### config.mk
export PLATFORM = sky130hd
export DESIGN_NAME = adam_stream_arb
export DESIGN_NICKNAME = d
export VERILOG_FILES = /design/src/rtl/adam_stream_pkg.sv /design/src/rtl/adam_stream_skid.sv /design/src/rtl/adam_stream_arb.sv
export SDC_FILE = /design/constraint.sdc
export NUM_CORES = 1
export LEC_CHECK = 0
export ABC_AREA = 1
export BUFFER_PORTS_ARGS = -buffer_cell sky130_fd_sc_hd__clkbuf_2
export CAP_MARGIN = 20
export CORE_UTILIZATION = 46
export CTS_CLUSTER_SIZE = 10
export DETAILED_ROUTE_END_ITERATION = 8
export HOLD_SLACK_MARGIN = 0.1
export PLACE_DENSITY = 0.73
export SKIP_LAST_GASP = 1
export SLEW_MARGIN = 0
export SYNTH_ARGS = -nofsm -noshare
export SYNTH_HDL_FRONTEND = slang
export SYNTH_SLANG_ARGS = --single-unit
### constraint.sdc
create_clock -name clk -period 1.55 [get_ports clk]
set_clock_uncertainty 0.05 [all_clocks]
set_input_delay 0.31 -clock clk [delete_from_list [all_inputs] [get_ports clk]]
set_output_delay 0.31 -clock clk [all_outputs]
set_load 0.005 [all_outputs]
### src/rtl/adam_stream_pkg.sv
// Shared stream helpers: round-robin wrap-search used by the stream arbiters.
package adam_stream_pkg;

  localparam int unsigned RR_MAX   = 32;
  localparam int unsigned RR_IDX_W = 5;

  // First set bit of valid_vec searching ptr, ptr+1, ... wrapping at n-1; returns ptr when none is set.
  function automatic logic [RR_IDX_W-1:0] rr_first(
    input logic [RR_MAX-1:0]   valid_vec,
    input logic [RR_IDX_W-1:0] ptr,
    input int unsigned         n
  );
    logic [RR_IDX_W-1:0] idx;
    logic [RR_IDX_W-1:0] sel;
    logic                found;
    idx   = ptr;
    sel   = ptr;
    found = 1'b0;
    for (int unsigned k = 0; k < RR_MAX; k++) begin
      if (k < n) begin
        if (!found && valid_vec[idx]) begin
          sel   = idx;
          found = 1'b1;
        end
        idx = (32'(idx) >= n - 1) ? '0 : idx + RR_IDX_W'(1);
      end
    end
    return sel;
  endfunction

endpackage

### src/rtl/adam_stream_skid.sv
// Registered skid stage: full throughput, ready/valid fully cut between its two sides.
module adam_stream_skid #(
  parameter type T = logic [7:0]
) (
  input  logic clk,
  input  logic rst,
  input  T     slv_data,
  input  logic slv_valid,
  output logic slv_ready,
  output T     mst_data,
  output logic mst_valid,
  input  logic mst_ready
);

  T     skid_data;
  logic skid_valid;
  logic out_free;

  assign slv_ready = !skid_valid;
  assign out_free  = !mst_valid || mst_ready;

  // Output register refills from the skid first; skid only fills while the output is stalled.
  always_ff @(posedge clk) begin
    if (rst) begin
      mst_valid  <= 1'b0;
      mst_data   <= '0;
      skid_valid <= 1'b0;
      skid_data  <= '0;
    end else if (out_free) begin
      if (skid_valid) begin
        mst_data   <= skid_data;
        mst_valid  <= 1'b1;
        skid_valid <= 1'b0;
      end else begin
        mst_valid <= slv_valid;
        if (slv_valid) mst_data <= slv_data;
      end
    end else if (slv_valid && !skid_valid) begin
      skid_valid <= 1'b1;
      skid_data  <= slv_data;
    end
  end

endmodule

### src/rtl/adam_stream_arb.sv
// Round-robin N-to-1 stream arbiter with burst locking, registered through a skid stage.
module adam_stream_arb
  import adam_stream_pkg::*;
#(
  parameter type         T         = logic [7:0],
  parameter int unsigned NO_SLVS   = 2,
  parameter int unsigned MAX_BURST = 4
) (
  input  logic               clk,
  input  logic               rst,
  input  T                   slv_data [NO_SLVS],
  input  logic [NO_SLVS-1:0] slv_valid,
  output logic [NO_SLVS-1:0] slv_ready,
  output T                   mst_data,
  output logic               mst_valid,
  input  logic               mst_ready
);

  localparam int unsigned IDX_W = (NO_SLVS > 1) ? $clog2(NO_SLVS) : 1;
  localparam int unsigned CNT_W = $clog2(MAX_BURST + 1);
  localparam logic [IDX_W-1:0] LAST      = IDX_W'(NO_SLVS - 1);
  localparam logic [CNT_W-1:0] BURST_END = CNT_W'(MAX_BURST - 1);

  logic [IDX_W-1:0]   ptr;
  logic [CNT_W-1:0]   cnt;
  logic [IDX_W-1:0]   search;
  logic [IDX_W-1:0]   gnt;
  logic [IDX_W-1:0]   gnt_next;
  logic [IDX_W-1:0]   ptr_next;
  logic [CNT_W-1:0]   cnt_eff;
  logic [NO_SLVS-1:0] gnt_oh;
  logic               locked;
  logic               abort;
  logic               gnt_valid;
  logic               xfer;
  logic               skid_ready;
  T                   arb_data;

  // During a burst ptr holds the current grantee, so locking is a plain lookup.
  always_comb begin
    search    = IDX_W'(rr_first(RR_MAX'(slv_valid), RR_IDX_W'(ptr), NO_SLVS));
    locked    = (cnt != '0) && slv_valid[ptr];
    abort     = (cnt != '0) && !slv_valid[ptr];
    gnt       = locked ? ptr : search;
    gnt_valid = |slv_valid;
    gnt_next  = (gnt == LAST) ? '0 : gnt + IDX_W'(1);
    ptr_next  = (ptr == LAST) ? '0 : ptr + IDX_W'(1);
    cnt_eff   = locked ? cnt : '0;
    xfer      = gnt_valid && skid_ready && !rst;
  end

  always_comb begin
    gnt_oh   = '0;
    arb_data = '0;
    for (int unsigned i = 0; i < NO_SLVS; i++) begin
      gnt_oh[i] = gnt_valid && (gnt == IDX_W'(i));
    end
    for (int unsigned i = 0; i < NO_SLVS; i++) begin
      if (gnt_oh[i]) arb_data = slv_data[i];
    end
    slv_ready = gnt_oh & {NO_SLVS{skid_ready && !rst}};
  end

  // A transfer that starts a new burst after an abort counts from zero via cnt_eff.
  always_ff @(posedge clk) begin
    if (rst) begin
      ptr <= '0;
      cnt <= '0;
    end else if (xfer) begin
      if (cnt_eff == BURST_END) begin
        ptr <= gnt_next;
        cnt <= '0;
      end else begin
        ptr <= gnt;
        cnt <= cnt_eff + CNT_W'(1);
      end
    end else if (abort) begin
      ptr <= ptr_next;
      cnt <= '0;
    end
  end

  adam_stream_skid #(.T(T)) u_skid (
    .clk       (clk),
    .rst       (rst),
    .slv_data  (arb_data),
    .slv_valid (gnt_valid && !rst),
    .slv_ready (skid_ready),
    .mst_data  (mst_data),
    .mst_valid (mst_valid),
    .mst_ready (mst_ready)
  );

endmodule

==> flow_summary_export.csv, run 1 <==
group,metric,value,unit
sta,finalSetupTns,0,ns
critical_path,cp_common_cell,"nand2_1",
layout,n_antenna_cell,0,
sta,clock.fmax,668.9,MHz
clock_network,cts-root-buf,"clkbuf_4",
die,die_area,2797,µm²
critical_path,cp_top_family,"simple AND/OR/NAND/NOR gates",
pwr,power_density,804.6,nW/µm²
critical_path,reg2reg_slack,0.05,ns
die,coreArea,2455,µm²
die,dieHeight,52.89,µm
die,std_cell_rows,18,
critical_path,cp_data_required_time,1.75,ns
yosys,synthSimpleGateAreaFrac,37.39,%
die,initial_core_util,48.52,%
yosys,seq_area_frac_synth,36.97,%
detailed_routing,drc,0,
global_routing,overflow,0,
pwr,swShare,31.35,%
clock_network,insertion_delay,0.30,ns
critical_path,r2r-end,"ptr",
sta,setup_viol_count_final,0,
critical_path,end_kind,"flip-flop",
critical_path,arrival,1.69,ns
global_routing,grt_max_degree,17,
detailed_routing,drt-initial-drc-count,23,
yosys,synth_top_family_by_area,"simple AND/OR/NAND/NOR gates",
sta,finalHoldViolCount,0,
critical_path,worstSetupEndpoint,"ptr",
yosys,syn-num-nets,205,
critical_path,cp-startpoint,"ptr",
detailed_routing,wl_met2,1493,µm
critical_path,critPathMaxFanout,4,
sta,period_share,96.45,%
critical_path,max_stage_delay,0.36,ns
critical_path,worstSetupPathType,"flip-flop to flip-flop",
pwr,p_int,0.8038,mW
pwr,leakage,0.6883,nW
critical_path,cp-start-kind,"flip-flop",
yosys,synth_seq_cells,22,
global_routing,grt_pass1_vias,1050,
sta,holdWs,0.2932,ns
layout,drive_above_1_share,27.98,%
yosys,synth_cells,183,
detailed_routing,ant_nets,0,
detailed_routing,wl_met1,1301,µm
pwr,clkPwrFrac,22.2,%
detailed_routing,routed_wl,2977,µm
clock_network,cts_made_buffers,3,
critical_path,slowest_stage,"dfxtp_2",
yosys,syn_avg_cell_area,6.509,µm²
critical_path,path_depth,12,
yosys,synth_compound_area_share,16.60,%
pwr,p_switching,0.3670,mW
critical_path,crit_buf_inv,3,
outcome,outcome,"complete, no violations",
detailed_routing,met3_length,153,µm
sta,drv_slew,0,
detailed_routing,first_pass_iters,4,
detailed_routing,wl_per_cell,12.00,µm
pwr,vdd_ir_drop_max,0.4925,mV
sta,relSlewSlack,75.05,%
pwr,pwr-share-comb,25.3,%
pwr,seq_power_share,52.5,%
detailed_routing,viasPerCell,5.137,
yosys,ys_warn_count,0,
critical_path,r2r_start,"ptr",
yosys,synthAdderAreaFrac,1.050,%
clock_network,cts.clk_slew.worst_paths,0.12,ns
die,die_x,52.89,µm
detailed_routing,vias,1274,
sta,setup_ws,0.05498,ns
place,place_ws,-0.09792,ns
place,dp_hpwl,2185,µm
sta,worst_pin_slew,0.3738,ns
clock_network,cts.sinks,22,
clock_network,htreeDepth,1,
flow_run,drv_cap,0,
clock_network,cts_tree,"yes",
sta,min_period,1.495,ns
detailed_routing,dr.max_layer_used,"met4",
yosys,synth_xor_area_share,0,%
yosys,synth_mux_area_share,0,%
die,io-pin-count,32,
yosys,syn_area,1191,µm²
global_routing,grt_pass1_wl,4498,µm
layout,layout-area-overhead-vs-synth,22.16,%
global_routing,antenna_found_initial,0,
pwr,p_total,1.171,mW
layout,nNetsFinal,242,
clock_network,holdBufCountCts,0,
worst_hold_path,hold_class,"primary input to flip-flop",
critical_path,crit_chain,"inv_2, nand2_1, nand2_2, inv_2, nor2_4, ha_4, inv_1, a21oi_1, nand2_1, nand2_1, nor2_1, nor2_1",
global_routing,grt_use_total,22.47,%
place,gp_congestion,0.7974,
critical_path,ff2ff_path_depth,12,
clock_network,cts_max_path_buffers,2,
place,place.port_buffers,31,
yosys,ys_types,20,
Yosys cell counts:
cell type,count,area (µm²)
buf_1,2,7.510
nor3_1,1,5.000
o21ai_0,3,15.01
ha_1,1,12.51
inv_1,8,30.03
inv_2,6,22.52
nor2_4,3,33.78
nor2_1,26,97.59
nand3_1,3,15.01
nand2_4,1,11.26
clkbuf_1,2,7.510
a21oi_1,19,95.09
buf_2,1,5.000
nor2_8,2,40.04
nand2_1,63,236.5
buf_6,2,22.52
dfxtp_1,22,440.4
nor2_2,1,6.260
a211oi_1,1,7.510
o21ai_1,16,80.08
logic make-up (layout without fill, tap and decap cells):
family                     after synthesis  count (layout)
DFF                                     22              22
AOI/OAI and AO/OA                       39              39
adders and majority gates                1               1
and+or+nand+nor                        100             100
buffers and inverters                   21              56
routing by layer:
layer,global-route usage [%],vias to the layer above
li1,-,650
met1,29.23,586
met2,37.34,34
met3,3.448,4
met4,7.895,0
met5,0,-
worst min-delay path by stage:
| stage | from | end | slack, ns | depth (start not counted) |
|---|---|---|---|---|
| finish | slv_data[5] | u_skid.skid_data[5] | 0.29 | 5 |
| global route | slv_data[3] | u_skid.skid_data[3] | 0.30 | 5 |
| CTS | slv_data[2] | u_skid.skid_data[2] | 0.29 | 5 |
| detailed placement | u_skid.skid_data[1] | u_skid.skid_data[1] | 0.42 | 2 |
| global placement | u_skid.skid_data[7] | u_skid.skid_data[7] | 0.41 | 2 |
| floorplan | rst | cnt[2] | 0.34 | 1 |
cell usage in the layout, fill, tap and decap left out, types with 3 or more instances in the layout:
master	instances
buf_4	8
clkbuf_2	31
nor2_4	5
nand3_1	3
a21oi_1	19
clkbuf_4	3
o21ai_1	16
dfxtp_1	21
nor2_1	24
nand2_1	62
inv_2	7
o21ai_0	3
inv_1	7
worst reg2reg max path, cell delays in order, from the launching register on:
cell	delay [ns]
dfxtp_2	0.36
inv_2	0.07
nand2_1	0.08
nand2_2	0.10
inv_2	0.08
nor2_4	0.13
ha_4	0.16
inv_1	0.04
a21oi_1	0.13
nand2_1	0.08
nand2_1	0.06
nor2_1	0.03
nor2_1	0.08
registers in the layout (all words and copies together) (netlist names):
register and count:
cnt 3, u_skid.skid_data 8, u_skid.skid_valid 1, u_skid.mst_data 8, ptr 1, u_skid.mst_valid 1
per-stage QoR:
stage | area [µm²] | cells | utilization [%]
2_1_floorplan | 1191 | 183 | -
3_5_place_dp | 1386 | 243 | 56.47
4_1_cts | 1419 | 246 | 57.80
6_report | 1455 | 248 | 59.28
5_1_grt | 1455 | 248 | 59.28
3_3_place_gp | 1386 | 243 | 56.47
cell type report:
type                            instances  area (µm²)
Fill cell                             243       999.7
Inverter                               14       52.55
Timing Repair Buffer                   39       215.2
Sequential cell                        22       441.7
Tap cell                               30       37.54
Clock buffer                            3       22.52
Multi-Input combinational cell        140       685.7
power by group through the flow:
| stage | clock, mW | combinational [mW] | sequential [mW] |
|---|---|---|---|
| 3_5_place_dp | 0 | 0.276 | 0.627 |
| 3_3_place_gp | 0 | 0.267 | 0.624 |
| 6_report | 0.260 | 0.296 | 0.615 |
| 4_1_cts | 0.263 | 0.281 | 0.614 |
| 5_1_grt | 0.293 | 0.328 | 0.619 |
| 2_1_floorplan | 0 | 0.181 | 0.626 |
timing repair:
action	in CTS	in global routing
endpoints found under the setup margin	1	2
gates resized for setup	4	5
buffers inserted	0	2
pin swaps	0	1
Note: power is estimated with default switching activity, not from simulation.
==> run 2, diff against run 1 <==
Settings changed: CORE_UTILIZATION 46 to 40, PLACE_DENSITY 0.73 to 0.65, SETUP_SLACK_MARGIN set to 0.15.
==> run 2 against run 1 <==
  * Clock power is 71% higher
  * Power rose by 19%
  * Via count fell by 1.1%
==> flow_summary_export.csv, run 2 (same netlist as run 1, synthesis figures left out) <==
group,metric,value,unit
critical_path,critPathMaxFanout,3,
layout,final_cell_mix,"nand2_1, clkbuf_2, nor2_1",
critical_path,cp-start-kind,"flip-flop",
detailed_routing,drc,0,
die,std_cell_rows,19,
clock_network,cts_tree,"yes",
critical_path,end_kind,"primary output",
sta,worst_pin_slew,0.4139,ns
sta,relSlewSlack,72.37,%
clock_network,insertion_delay,0.31,ns
clock_network,cts.sinks,22,
detailed_routing,ant_nets,0,
critical_path,crit_chain,"inv_2, nand2_4, nand2_2, nor2_1, buf_2",
pwr,pwr-share-comb,24.1,%
outcome,outcome,"complete, no violations",
critical_path,worstSetupPathType,"flip-flop to primary output",
pwr,p_switching,0.3962,mW
pwr,vdd_ir_drop_max,0.6341,mV
clock_network,cts.clk_slew.worst_paths,0.13,ns
pwr,clkPwrFrac,31.8,%
sta,setup_viol_count_final,0,
global_routing,antenna_found_initial,0,
global_routing,grt_pass1_wl,4781,µm
place,gp_congestion,0.7866,
layout,drive_above_1_share,33.04,%
sta,finalSetupTns,0,ns
die,initial_core_util,42.82,%
detailed_routing,drt-initial-drc-count,52,
layout,layout-area-overhead-vs-synth,31.41,%
sta,period_share,90.85,%
worst_hold_path,hold_depth,5,
worst_hold_path,hold_class,"primary input to flip-flop",
global_routing,grt_max_degree,17,
pwr,p_int,0.9991,mW
global_routing,grt_pass1_vias,1136,
pwr,swShare,28.40,%
detailed_routing,vias,1260,
detailed_routing,viasPerCell,4.941,
flow_run,drv_cap,0,
pwr,power_density,891.4,nW/µm²
clock_network,htreeDepth,1,
layout,reg.largest.list,"u_skid.mst_data (8), u_skid.skid_data (8), cnt (3)",
clock_network,holdBufCountCts,0,
detailed_routing,first_pass_iters,4,
layout,layout_commonest_cell,"nand2_1",
critical_path,arrival,1.05,ns
global_routing,overflow,0,
clock_network,cts_made_buffers,3,
place,dp_hpwl,2061,µm
sta,drv_slew,0,
die,die_area,3200,µm²
critical_path,cp_data_required_time,1.19,ns
clock_network,cts-root-buf,"clkbuf_4",
global_routing,grt_use_total,19.42,%
place,place.port_buffers,31,
layout,nNetsFinal,247,
critical_path,slowest_stage,"dfxtp_2",
critical_path,crit_buf_inv,2,
pwr,leakage,0.7332,nW
die,dieHeight,56.57,µm
sta,finalHoldViolCount,0,
die,io-pin-count,32,
clock_network,cts_max_path_buffers,2,
sta,min_period,1.408,ns
critical_path,max_stage_delay,0.37,ns
sta,clock.fmax,710.1,MHz
pwr,seq_power_share,44.1,%
sta,rsz0062_at_grt,"yes",
critical_path,ff2ff_path_depth,12,
detailed_routing,routed_wl,2991,µm
sta,holdWs,0.2592,ns
layout,n_antenna_cell,0,
critical_path,path_depth,5,
die,coreArea,2781,µm²
detailed_routing,wl_per_cell,11.73,µm
critical_path,cp_top_family,"flip-flops",
die,die_x,56.57,µm
-- run 2: power groups by stage --
stage          combinational, mW  clock, mW  sequential [mW]
2_1_floorplan              0.181          0            0.626
4_1_cts                    0.292      0.453            0.614
5_1_grt                    0.376      0.474            0.620
3_3_place_gp               0.266          0            0.624
3_5_place_dp               0.272          0            0.626
6_report                   0.336      0.444            0.615
-- run 2: path summary, 6_finish.rpt --
kind | to | slack, ns | startpoint
hold / removal | u_skid.skid_data[5] | 0.26 | slv_data[5]
hold reg to reg | u_skid.skid_data[6] | 0.44 | u_skid.skid_data[6]
setup / recovery | slv_ready[1] | 0.14 | ptr
setup reg to reg | ptr | 0.16 | ptr
-- run 2: layout make-up --
cell class,instances,area [µm²]
Clock buffer,3,22.52
Clock inverter,1,30.03
Fill cell,279,1216
Inverter,14,60.06
Multi-Input combinational cell,141,721.9
Sequential cell,22,442.9
Tap cell,31,38.79
Timing Repair Buffer,43,249.0
-- run 2: layer usage --
metal	track usage, %	up-vias	wire (µm)
li1	-	660	-
met1	24.50	555	1362
met2	31.60	40	1411
met3	3.226	5	170
met4	10.10	0	46
met5	0	-	0
-- run 2: what timing repair did --
item / 4_1_cts / 5_1_grt
cloned: 0 / 1
buffers inserted: 2 / 5
hold endpoints to repair: 0 / 0
gates resized for setup: 9 / 15
pin swaps: 2 / 10
endpoints found under the setup margin: 3 / 10
-- run 2: worst min-delay path, cell delays in order --
cell and delay [ns]:
clkbuf_2 0.08, nand2_1 0.07, nand2_1 0.05, nand2_1 0.05, a21oi_1 0.05
-- run 2: metrics by stage --
step           setup WS, ns  instances  utilization, %  power, mW  area, µm²
2_1_floorplan        0.1840        183               -     0.8072       1191
3_3_place_gp        0.02603        243           49.62     0.8900       1380
3_5_place_dp       -0.05781        243           49.62     0.8980       1380
4_1_cts              0.1209        249           52.81      1.359       1469
5_1_grt             0.04022        255           56.28      1.470       1565
6_report             0.1418        255           56.28      1.395       1565
